`src/rtl/riscv_pkg.sv`:
```
// Shared types for the fetch slice: next-PC select and fetch FSM states.
// PC_MISALIGN_TRAP_EN adds the TRAP state used by misaligned redirects.
package riscv_pkg;

    typedef enum logic [1:0] {
        PC_PLUS4  = 2'b00,
        PC_TARGET = 2'b01,
        PC_ALU    = 2'b10
    } pcsrc_e;

`ifdef PC_MISALIGN_TRAP_EN
    typedef enum logic [1:0] {
        IDLE       = 2'b00,
        FETCH      = 2'b01,
        REDIR_PEND = 2'b10,
        TRAP       = 2'b11
    } fetch_state_e;
`else
    typedef enum logic [1:0] {
        IDLE       = 2'b00,
        FETCH      = 2'b01,
        REDIR_PEND = 2'b10
    } fetch_state_e;
`endif

    localparam logic [31:0] PC_STEP = 32'd4;

endpackage

```
`src/rtl/pc_next_mux.sv`:
```
// Redirect detection, target select and target alignment.
// PC_MISALIGN_TRAP_EN keeps raw low bits and flags misalignment.
module pc_next_mux
    import riscv_pkg::*;
(
    input  logic [1:0]  pc_src,
    input  logic [31:0] pc_target,
    input  logic [31:0] alu_result,
    output logic        redirect,
    output logic [31:0] target,
    output logic        misaligned
);

    logic [31:0] raw;

    // select the redirect target; 2'b11 behaves like PC+4
    always_comb begin
        redirect   = 1'b0;
        raw        = 32'd0;
        target     = 32'd0;
        misaligned = 1'b0;
        case (pc_src)
            PC_TARGET: begin
                redirect = 1'b1;
                raw      = pc_target;
            end
            PC_ALU: begin
                redirect = 1'b1;
                raw      = {alu_result[31:1], 1'b0};
            end
            default: begin
                redirect = 1'b0;
                raw      = 32'd0;
            end
        endcase
`ifdef PC_MISALIGN_TRAP_EN
        target     = raw;
        misaligned = redirect && (raw[1:0] != 2'b00);
`else
        target     = {raw[31:2], 2'b00};
        misaligned = 1'b0;
`endif
    end

endmodule

```
`src/rtl/pc_fetch_unit.sv`:
```
// Fetch PC register, imem request handshake and redirect handling.
// PC_MISALIGN_TRAP_EN enables the sticky misaligned-target trap.
module pc_fetch_unit
    import riscv_pkg::*;
#(
    parameter logic [31:0] RESET_PC = 32'h0000_0000
) (
    input  logic        clk,
    input  logic        rst_n,
    input  logic [1:0]  PCSrcE,
    input  logic [31:0] PCTargetE,
    input  logic [31:0] ALUResultE,
    input  logic        StallF,
    input  logic        imem_ready,
    output logic        imem_req,
    output logic [31:0] imem_addr,
    output logic [31:0] PCF,
    output logic [31:0] PCPlus4F,
    output logic        FlushD,
    output logic        FlushE,
    output logic        TrapF,
    output logic [31:0] TrapPC
);

    fetch_state_e state_q, state_d;
    logic [31:0]  pc_q, pc_d;
    logic [31:0]  pend_q, pend_d;
    logic         held_q, held_d;
    logic         redirect;
    logic         misaligned;
    logic [31:0]  target;
`ifdef PC_MISALIGN_TRAP_EN
    logic         trap_q, trap_d;
    logic [31:0]  trap_pc_q, trap_pc_d;
`endif

    pc_next_mux u_mux (
        .pc_src     (PCSrcE),
        .pc_target  (PCTargetE),
        .alu_result (ALUResultE),
        .redirect   (redirect),
        .target     (target),
        .misaligned (misaligned)
    );

    // next-state, next-PC and handshake outputs
    always_comb begin
        state_d  = state_q;
        pc_d     = pc_q;
        pend_d   = pend_q;
        held_d   = held_q;
        imem_req = 1'b0;
        FlushD   = redirect;
        FlushE   = redirect;
`ifdef PC_MISALIGN_TRAP_EN
        trap_d    = trap_q;
        trap_pc_d = trap_pc_q;
`endif
        case (state_q)
            IDLE: begin
                state_d = FETCH;
            end
            FETCH: begin
                imem_req = !StallF || held_q;
                held_d   = imem_req && !imem_ready;
                if (redirect && misaligned) begin
`ifdef PC_MISALIGN_TRAP_EN
                    state_d   = TRAP;
                    trap_d    = 1'b1;
                    trap_pc_d = target;
                    held_d    = 1'b0;
`endif
                end else if (redirect) begin
                    if (!imem_req || imem_ready) begin
                        pc_d = target;
                    end else begin
                        pend_d  = target;
                        state_d = REDIR_PEND;
                    end
                end else if (imem_req && imem_ready) begin
                    pc_d = pc_q + PC_STEP;
                end
            end
            REDIR_PEND: begin
                imem_req = 1'b1;
                held_d   = !imem_ready;
                if (redirect && misaligned) begin
`ifdef PC_MISALIGN_TRAP_EN
                    state_d   = TRAP;
                    trap_d    = 1'b1;
                    trap_pc_d = target;
                    held_d    = 1'b0;
`endif
                end else begin
                    if (redirect) begin
                        pend_d = target;
                    end
                    if (imem_ready) begin
                        pc_d    = redirect ? target : pend_q;
                        state_d = FETCH;
                        FlushD  = 1'b1;
                    end
                end
            end
`ifdef PC_MISALIGN_TRAP_EN
            TRAP: begin
                state_d = TRAP;
            end
`endif
            default: begin
                state_d = IDLE;
            end
        endcase
    end

    // state and PC registers
    always_ff @(posedge clk or negedge rst_n) begin
        if (!rst_n) begin
            state_q <= IDLE;
            pc_q    <= RESET_PC;
            pend_q  <= 32'd0;
            held_q  <= 1'b0;
        end else begin
            state_q <= state_d;
            pc_q    <= pc_d;
            pend_q  <= pend_d;
            held_q  <= held_d;
        end
    end

`ifdef PC_MISALIGN_TRAP_EN
    // sticky trap flag and offending target
    always_ff @(posedge clk or negedge rst_n) begin
        if (!rst_n) begin
            trap_q    <= 1'b0;
            trap_pc_q <= 32'd0;
        end else begin
            trap_q    <= trap_d;
            trap_pc_q <= trap_pc_d;
        end
    end

    assign TrapF  = trap_q;
    assign TrapPC = trap_pc_q;
`else
    assign TrapF  = 1'b0;
    assign TrapPC = 32'd0;
`endif

    assign PCF       = pc_q;
    assign imem_addr = pc_q;
    assign PCPlus4F  = pc_q + PC_STEP;

endmodule
```
`config.mk`:
```
export PLATFORM = sky130hd
export DESIGN_NAME = pc_fetch_unit
export DESIGN_NICKNAME = d
export VERILOG_FILES = /design/src/rtl/riscv_pkg.sv /design/src/rtl/pc_next_mux.sv /design/src/rtl/pc_fetch_unit.sv
export SDC_FILE = /design/constraint.sdc
export NUM_CORES = 1
export LEC_CHECK = 0
export ABC_AREA = 1
export CORE_AREA = 2 2 116 118
export CTS_CLUSTER_SIZE = 8
export DETAILED_ROUTE_END_ITERATION = 10
export DIE_AREA = 0 0 118 120
export PLACE_DENSITY = 0.77
export SYNTH_ARGS = -nofsm -noshare
export SYNTH_HDL_FRONTEND = slang
export SYNTH_SLANG_ARGS = --single-unit
```
`constraint.sdc`:
```
create_clock -name clk -period 1.7 [get_ports clk]
set_clock_uncertainty 0.05 [all_clocks]
set_input_delay 0.255 -clock clk [delete_from_list [all_inputs] [get_ports clk]]
set_output_delay 0.255 -clock clk [all_outputs]
set_load 0.01 [all_outputs]
```
==> results.toml, run 1 <==
[run_status]
run_status = "finished, violations left"
violations = "setup timing"

[floorplanning]
die_area_mm2 = 0.0142
ios = 202
fp-row-count = 42
die_h_um = 120
initial_core_util_pct = 38.9
core_area_mm2 = 0.0130
die_width_um = 118

[power_and_ir_drop]
seqPwrFrac_pct = 16.1
powerDensity_mw_per_mm2 = 1880
p_comb_share_pct = 73.0
p_sw_uw = 8120
sw_frac_of_total_pct = 45.8
total_leakage_power_uw = 0.00452
p_int_uw = 9600
clkPwrFrac_pct = 10.9
ir_drop_v = 0.000809
power_uw = 17700

[critical_path]
worst_setup_path_start_kind = "flip-flop"
r2r_start = "PCF[14]"
r2r_end = "PCF[30]"
critPathSlowestCell = "dfrtp_1"
critPathTopFamily = "simple AND/OR/NAND/NOR gates"
reg2reg_slack_ns = -0.31
crit_buf_inv = 1
required_ns = 1.39
arrival_ns = 2.02
path_cells = "nand2_1, nor2_2, nand2_1, nor2_2, nand2_1, nand2_1, nand2_2, buf_6"
critical_path_class = "flip-flop to output port"
timing.critical_path.mode_cell = "nand2_1"
slowest_delay_ns = 0.42
critPathMaxFanout = 3
end_kind = "output port"
ff2ff_path_depth = 11

[routing]
vias = 6607
first_pass_iters = 5
drcViolationCount = 0
drtAntennaViolNets = 0
drt_wl_total_um = 23500
avgRoutedWirePerCell_um = 19.2
dr.first_iter.drc_count = 712
vias_per_cell = 5.40

[clock_tree]
ctsRootBufferMaster = "clkbuf_16"
cts.path.max_buffers = 2
clk_pin_slew_ns = 0.06
cts_sinks = 67
cts_inserted_buffers = 9
insertion_delay_ns = 0.34
cts_tree = "built"
cts.htree.levels = 3

[sta]
rsz0062_at_grt = "true"
slew_violations = 0
max_freq_ghz = 0.430
period_needed_ns = 2.33
hold_viol_final = 0
setup_slack_ns = -0.628
holdWs_ns = 0.289
fin_setup_tns_ns = -14.53
period_share_pct = 137
setup_viol = 66

[logic_synthesis]
yosys_register_bits = 67
synthTopCellsByArea = "dfrtp_1 33%, nand2_1 18%, buf_4 10%"
ys_warn_count = 0
synthCells = 745
yosysSeqAreaShare_pct = 33.2
synthArstFlopShare_pct = 100
synthesis.area_mm2 = 0.00505
synth_ff_type = "dfrtp_1"
yosysTopAreaCell = "dfrtp_1"
synth_edf_count = 0
yosysTopAreaCellShare_pct = 33.2
synth_area_per_cell_um2 = 6.79
synth_cell_types = 37

[global_routing]
track_usage_pct = 25.4
grt_pass1_wl_um = 28700
grt_max_degree = 57
antenna_found_initial = 0
overflow = 0
grt_pass1_vias = 5887

[cells_and_area]
final_cell_mix = "198 x nand2_1, 133 x buf_4, 72 x clkdlybuf4s50_1, 65 x dfrtp_1, 47 x inv_1"
final_layout_size_suffix_gt1_share_pct = 44.0
mostFrequentLayoutCell = "nand2_1"
nNetsFinal = 1120
final_util_pct = 72.5
area_growth_pct = 86.2
diodes = 0
fillers = 846

[place]
place.gp.congestion = 0.850
port_buffers = 164
hpwl_um = 12100

[min_path]
min_path_type = "primary input to asynchronous set/reset pin"

[job]
cap_viol_max_count = 0
cells in the mapped netlist, types with 2 or more instances:
cell      instances
dfrtp_1          67
clkbuf_1         12
xor2_2            5
inv_1            58
inv_2             3
nand2_4           2
nor2_1           86
buf_4            67
nand2_1         247
ha_1              7
o21ai_1           2
a22oi_1           2
a21oi_1          33
nor2_2            7
nand2_2           8
nor2_4            6
and2_1            3
o21ai_0          61
nand3_1          20
xnor2_1           3
or2_2             2
nor2_8            3
o21bai_1          2
a31oi_1           3
nand4_1           2
a22o_1            6
a21boi_0          2
xor2_1            5
buf_2            13
power groups by stage:
stage / clock network, uW / logic, uW / registers, uW
floorplan: 0 / 3910 / 3080
global placement: 0 / 8460 / 2760
detailed placement: 0 / 8660 / 2790
CTS: 1880 / 9370 / 2700
global route: 2000 / 13600 / 2880
finish: 1930 / 12900 / 2850
flip-flops by register name, summed over array words and instances (netlist names):
name	cells
held_q	1
pend_q	32
PCF	32
state_q	2
routing by layer:
layer	track usage (%)	share of wire (%)	up-vias
li1	-	-	2830
met1	30.3	35	3077
met2	43.8	48	521
met3	5.04	9.3	179
met4	12.8	7.9	0
met5	0	0	-
final cells by class:
| cell class | instances | area (um^2) | share of cell area [%] |
|---|---|---|---|
| Sequential cell | 67 | 1680 | 17.8 |
| Clock inverter | 2 | 35.0 | 0.372 |
| Multi-Input combinational cell | 556 | 3670 | 39.0 |
| Timing Repair Buffer | 347 | 3280 | 34.8 |
| Clock buffer | 13 | 260 | 2.77 |
| Inverter | 62 | 263 | 2.79 |
| Tap cell | 176 | 220 | 2.34 |
per-stage QoR:
| step | cell area [um^2] | std cells | worst slack (ns) |
|---|---|---|---|
| finish | 9410 | 1223 | -0.628 |
| detailed placement | 7390 | 1142 | -0.555 |
| global route | 9410 | 1223 | -0.644 |
| floorplan | 5170 | 777 | 0.00456 |
| CTS | 8270 | 1206 | -0.387 |
| global placement | 7390 | 1142 | -0.540 |
worst max-delay path by stage:
stage          startpoint           end  slack (ns)  depth (start not counted)
6_report          PCF[14]  PCPlus4F[26]       -0.63                          8
5_1_grt           PCF[14]  PCPlus4F[26]       -0.64                          8
4_1_cts            PCF[3]  PCPlus4F[22]       -0.39                          8
3_5_place_dp    PCSrcE[0]       PCF[19]       -0.56                         11
3_3_place_gp    PCSrcE[0]        FlushD       -0.54                          6
2_1_floorplan      PCF[3]  PCPlus4F[22]       0.005                          7
repair_timing:
action,in CTS,in global routing
setup buffers,57,25
hold buffers,1,0
endpoints found under the hold margin,11,0
pin swaps,37,60
gates cloned,0,7
resized for setup,272,302
endpoints found under the setup margin,141,108
kinds of logic after synthesis:
family / Yosys count / synth area share, %
adders and majority gates: 7 / 1.73
DFF: 67 / 33.2
other: 1 / 0.0742
AOI/OAI and AO/OA: 114 / 12.3
xor gates and xnor gates: 13 / 3.00
buffers and inverters: 154 / 16.7
and+or+nand+nor: 389 / 33.0
worst reg2reg max path: stages (launching register included):
cell,delay [ns]
dfrtp_1,0.42
nand2_1,0.16
nor2_2,0.25
nand2_1,0.19
nor2_2,0.19
nand2_2,0.08
nand2_2,0.08
nand2_2,0.08
buf_4,0.14
buf_4,0.12
nand2_1,0.07
a21oi_1,0.08
No activity file was read; power rests on OpenSTA's default activity.
==> inputs of run 2 (changes only) <==
--- a/config.mk
+++ b/config.mk
@@ -11,6 +11,7 @@
 export DETAILED_ROUTE_END_ITERATION = 10
 export DIE_AREA = 0 0 118 120
 export PLACE_DENSITY = 0.77
+export SKIP_CTS_REPAIR_TIMING = 1
 export SYNTH_ARGS = -nofsm -noshare
 export SYNTH_HDL_FRONTEND = slang
 export SYNTH_SLANG_ARGS = --single-unit
==> run 2 against run 1 <==
Compared with the run above:
- the flow still finishes with violations (setup timing)
- global-route usage is 3.6 points lower
- first-iteration DRC count down 22%
- power shrank 5.5%
- utilization fell by 2.1 points
- cell area fell by 2.9%
- register-to-register slack improved by 0.09 ns
- critical path depth stayed put
- critical path type unchanged
- largest cell class unchanged
- largest power group unchanged
- highest routed layer unchanged
==> results.toml, run 2 (synthesized netlist as in run 1, its figures left out) <==
[critical_path]
path_cells = "ha_4, nand2_4, nor2_4, buf_4, nand2_4, nor2_4, xor2_2, buf_2"
critical_path_class = "flip-flop to output port"
crit_buf_inv = 2
critPathSlowestCell = "dfrtp_1"
r2r_start = "state_q[1]"
slowest_delay_ns = 0.40
end_kind = "output port"
arrival_ns = 1.88
crit_start = "PCF[3]"
ff2ff_path_depth = 10
critPathCapture = "PCPlus4F[18]"
path_depth = 8
reg2reg_slack_ns = -0.22
required_ns = 1.39
critPathTopFamily = "simple AND/OR/NAND/NOR gates"
critPathMaxFanout = 4
worst_setup_path_start_kind = "flip-flop"
r2r_end = "PCF[16]"

[place]
hpwl_um = 12100
place.gp.congestion = 0.850
dp_cells = 1142
port_buffers = 164

[routing]
drt_wl_total_um = 19700
first_pass_iters = 6
drtAntennaViolNets = 0
dr.first_iter.drc_count = 552
vias_per_cell = 5.07
vias = 6074
avgRoutedWirePerCell_um = 16.4
drcViolationCount = 0

[cells_and_area]
final_cell_mix = "207 x nand2_1, 119 x buf_4, 76 x clkdlybuf4s50_1, 63 x dfrtp_1, 60 x dlymetal6s2s_1"
fin_cells = 1199
final_layout_size_suffix_gt1_share_pct = 39.6
area_growth_pct = 80.8
fillers = 890
diodes = 0
regArea_mm2 = 0.00168
mostFrequentLayoutCell = "nand2_1"
nNetsFinal = 1096
final_util_pct = 70.4
multi_input_area_mm2 = 0.00345

[sta]
max_freq_ghz = 0.458
holdWs_ns = 0.282
hold_viol_final = 0
setup_slack_ns = -0.482
period_share_pct = 128
setup_viol = 76
rsz0062_at_grt = "true"
slew_violations = 0
period_needed_ns = 2.18

[power_and_ir_drop]
ir_drop_v = 0.000950
powerDensity_mw_per_mm2 = 1830
total_leakage_power_uw = 0.00476
power_uw = 16700

[floorplanning]
die_area_mm2 = 0.0142
core_area_mm2 = 0.0130
ios = 202
fp-row-count = 42
die_h_um = 120
initial_core_util_pct = 38.9
die_width_um = 118

[global_routing]
overflow = 0
grt_pass1_wl_um = 25000
use_met1_pct = 28.5
track_usage_pct = 21.9
grtUsageMet3_pct = 4.28
busiest_layer = "met2"
grt_pass1_vias = 5261
grt_use_met2_pct = 36.8
grt_max_degree = 57
antenna_found_initial = 0

[run_status]
run_status = "finished, violations left"
violations = "setup timing"

[clock_tree]
insertion_delay_ns = 0.35
clk_pin_slew_ns = 0.05
cts_tree = "built"
cts.path.max_buffers = 2
ctsRootBufferMaster = "clkbuf_16"
cts_sinks = 67
cts_inserted_buffers = 9
cts.htree.levels = 3

[job]
cap_viol_max_count = 0

[min_path]
min_path_type = "primary input to asynchronous set/reset pin"
## run 2: cell type report
class	instances	share of cell area [%]
repair buffers	323	35.3
multi-input cells	556	37.8
clock buffers	13	2.85
well taps	176	2.41
flip-flops and latches	67	18.4
inverters	62	2.83
clock inverters	2	0.383
## run 2: worst register-to-register path, stage by stage (launching register included)
cell      delay, ns
dfrtp_1        0.42
buf_6          0.15
ha_4           0.21
nand2_2        0.08
inv_2          0.05
a21oi_4        0.20
nand2_8        0.13
clkinv_8       0.11
buf_12         0.13
nor2_2         0.04
a21oi_1        0.24
## run 2: worst min-delay path by stage
stage | start | end | slack [ns] | cells after the start
floorplan | rst_n | PCF[0] | -0.09 | 0
CTS | rst_n | pend_q[28] | -0.24 | 1
finish | rst_n | pend_q[28] | 0.28 | 2
global route | rst_n | pend_q[28] | 0.31 | 2
global placement | rst_n | pend_q[28] | 0.12 | 1
detailed placement | rst_n | pend_q[28] | 0.12 | 1
## run 2: per-layer routing
| metal | wire length (um) | share of wire (%) |
|---|---|---|
| met1 | 7600 | 39 |
| met2 | 9910 | 50 |
| met3 | 1560 | 7.9 |
| met4 | 646 | 3.3 |
| met5 | 0 | 0 |
## run 2: per-stage QoR
step                      setup TNS [ns]  setup slack, ns  cell area [um^2]
final                             -12.49           -0.482              9140
after global placement            -38.74           -0.540              7390
after detailed placement          -41.55           -0.555              7390
after CTS                         -32.02           -0.846              7690
after global routing              -17.05           -0.545              9140
after floorplan                        0          0.00456              5170
## run 2: where the power goes
group	internal, uW	leakage, uW	switching [uW]
combinational	5900	0.00378	6040
clock	1210	0.000146	726
sequential	2290	0.000841	586
total	9390	0.00476	7350
==> inputs of run 3 (changes only) <==
--- a/config.mk
+++ b/config.mk
@@ -12,6 +12,7 @@
 export DIE_AREA = 0 0 118 120
 export PLACE_DENSITY = 0.77
 export SKIP_CTS_REPAIR_TIMING = 1
+export SKIP_LAST_GASP = 1
 export SYNTH_ARGS = -nofsm -noshare
 export SYNTH_HDL_FRONTEND = slang
 export SYNTH_SLANG_ARGS = --single-unit
==> run 3 against run 2 <==
Compared with the run above:
- die area did not move
- highest routed layer unchanged
- via count down 0.95%
- the flow still finishes with violations (setup timing)
- combinational power barely moved
- cell area shrank 1.2%
- utilization decreased by 0.88 points
- non-clock buffer count unchanged
==> results.toml, run 3 (synthesized netlist as in run 1, its figures left out) <==
[run_status]
run_status = "finished, violations left"
violations = "setup timing"

[clock_tree]
clk_pin_slew_ns = 0.05
insertion_delay_ns = 0.34
cts_sinks = 67
cts_inserted_buffers = 9
cts.path.max_buffers = 2
ctsRootBufferMaster = "clkbuf_16"
cts.htree.levels = 3
cts_tree = "built"

[critical_path]
timing.critical_path.mode_cell = "nand2_1"
end_kind = "output port"
critPathSlowestCell = "dfrtp_1"
path_depth = 8
crit_buf_inv = 1
required_ns = 1.39
worst_setup_path_start_kind = "flip-flop"
critPathTopFamily = "simple AND/OR/NAND/NOR gates"
ff2ff_path_depth = 10
slowest_delay_ns = 0.43
critical_path_class = "flip-flop to output port"
critPathMaxFanout = 3
arrival_ns = 1.86
path_cells = "nand2_1, nor2_1, nand2_1, nor2_1, nand2_1, nand2_1, nand2_1, dlymetal6s2s_1"

[global_routing]
grt_pass1_wl_um = 25000
grt_use_met2_pct = 36.8
busiest_layer = "met2"
use_met1_pct = 28.5
track_usage_pct = 21.9
grt_max_degree = 57
grtUsageMet3_pct = 4.28
antenna_found_initial = 0
grt_pass1_vias = 5261
overflow = 0

[cells_and_area]
final_util_pct = 69.5
fillers = 919
mostFrequentLayoutCell = "nand2_1"
final_cell_mix = "209 x nand2_1, 122 x buf_4, 78 x clkdlybuf4s50_1, 64 x dfrtp_1, 58 x dlymetal6s2s_1"
final_layout_size_suffix_gt1_share_pct = 37.9
regArea_mm2 = 0.00168
area_growth_pct = 78.5
multi_input_area_mm2 = 0.00337
diodes = 0
nNetsFinal = 1096

[routing]
drtAntennaViolNets = 0
first_pass_iters = 5
dr.first_iter.drc_count = 475
vias = 6016
avgRoutedWirePerCell_um = 16.4
drt_wl_total_um = 19600
vias_per_cell = 5.02
drcViolationCount = 0

[floorplanning]
initial_core_util_pct = 38.9
die_h_um = 120
core_area_mm2 = 0.0130
die_area_mm2 = 0.0142
die_width_um = 118
ios = 202
fp-row-count = 42

[power_and_ir_drop]
ir_drop_v = 0.00108
total_leakage_power_uw = 0.00472
powerDensity_mw_per_mm2 = 1830

[min_path]
min_path_type = "primary input to asynchronous set/reset pin"

[sta]
holdWs_ns = 0.291
setup_slack_ns = -0.466
slew_violations = 0
max_freq_ghz = 0.462
setup_viol = 78
rsz0062_at_grt = "true"
period_needed_ns = 2.17
hold_viol_final = 0
period_share_pct = 127

[place]
port_buffers = 164
hpwl_um = 12100
place.gp.congestion = 0.850

[job]
cap_viol_max_count = 0
## run 3: cell type report
cell class	instances	area share (%)
repair buffers	323	35.5
multi-input cells	556	37.3
clock inverters	2	0.388
inverters	62	2.87
clock buffers	13	2.88
well taps	176	2.44
flip-flops and latches	67	18.6
## run 3: path summary, 6_finish.rpt
kind / to / slack [ns] / from
setup reg to reg: PCF[10] / -0.18 / PCF[2]
min in group clk: pend_q[30] / 0.47 / pend_q[30]
setup / recovery: PCPlus4F[23] / -0.47 / PCF[11]
max in group asynchronous: PCF[20] / 0.67 / rst_n
hold / removal: pend_q[28] / 0.29 / rst_n
hold reg to reg: pend_q[30] / 0.47 / pend_q[30]
## run 3: where the power goes
group | switching [uW] | total [uW] | leakage [uW] | internal, uW
logic | 5940 | 11700 | 0.00373 | 5780
clock network | 695 | 1900 | 0.000146 | 1210
registers | 569 | 2860 | 0.000842 | 2290
total | 7210 | 16500 | 0.00472 | 9270
## run 3: worst register-to-register path: cells and delay by family (launching register included)
family | cells | cell delay (ns)
adders and majority gates | 1 | 0.17
DFF | 1 | 0.39
buffers and inverters | 3 | 0.41
xor gates and xnor gates | 1 | 0.23
and+or+nand+nor | 4 | 0.40
AOI/OAI and AO/OA | 1 | 0.15
## run 3: through the flow
| step | setup WS (ns) | total power [uW] | setup TNS, ns | instance area [um^2] | instances |
|---|---|---|---|---|---|
| 6_report | -0.466 | 16500 | -12.53 | 9020 | 1199 |
| 5_1_grt | -0.540 | 17300 | -17.39 | 9020 | 1199 |
| 4_1_cts | -0.846 | 13400 | -32.02 | 7690 | 1157 |
| 3_5_place_dp | -0.555 | 11400 | -41.55 | 7390 | 1142 |
| 3_3_place_gp | -0.540 | 11200 | -38.74 | 7390 | 1142 |
| 2_1_floorplan | 0.00456 | 6990 | 0 | 5170 | 777 |
## run 3: layer usage
metal	wire, um	share of wire (%)
met5	0	0
met3	1490	7.6
met4	842	4.3
met2	9820	50
met1	7460	38
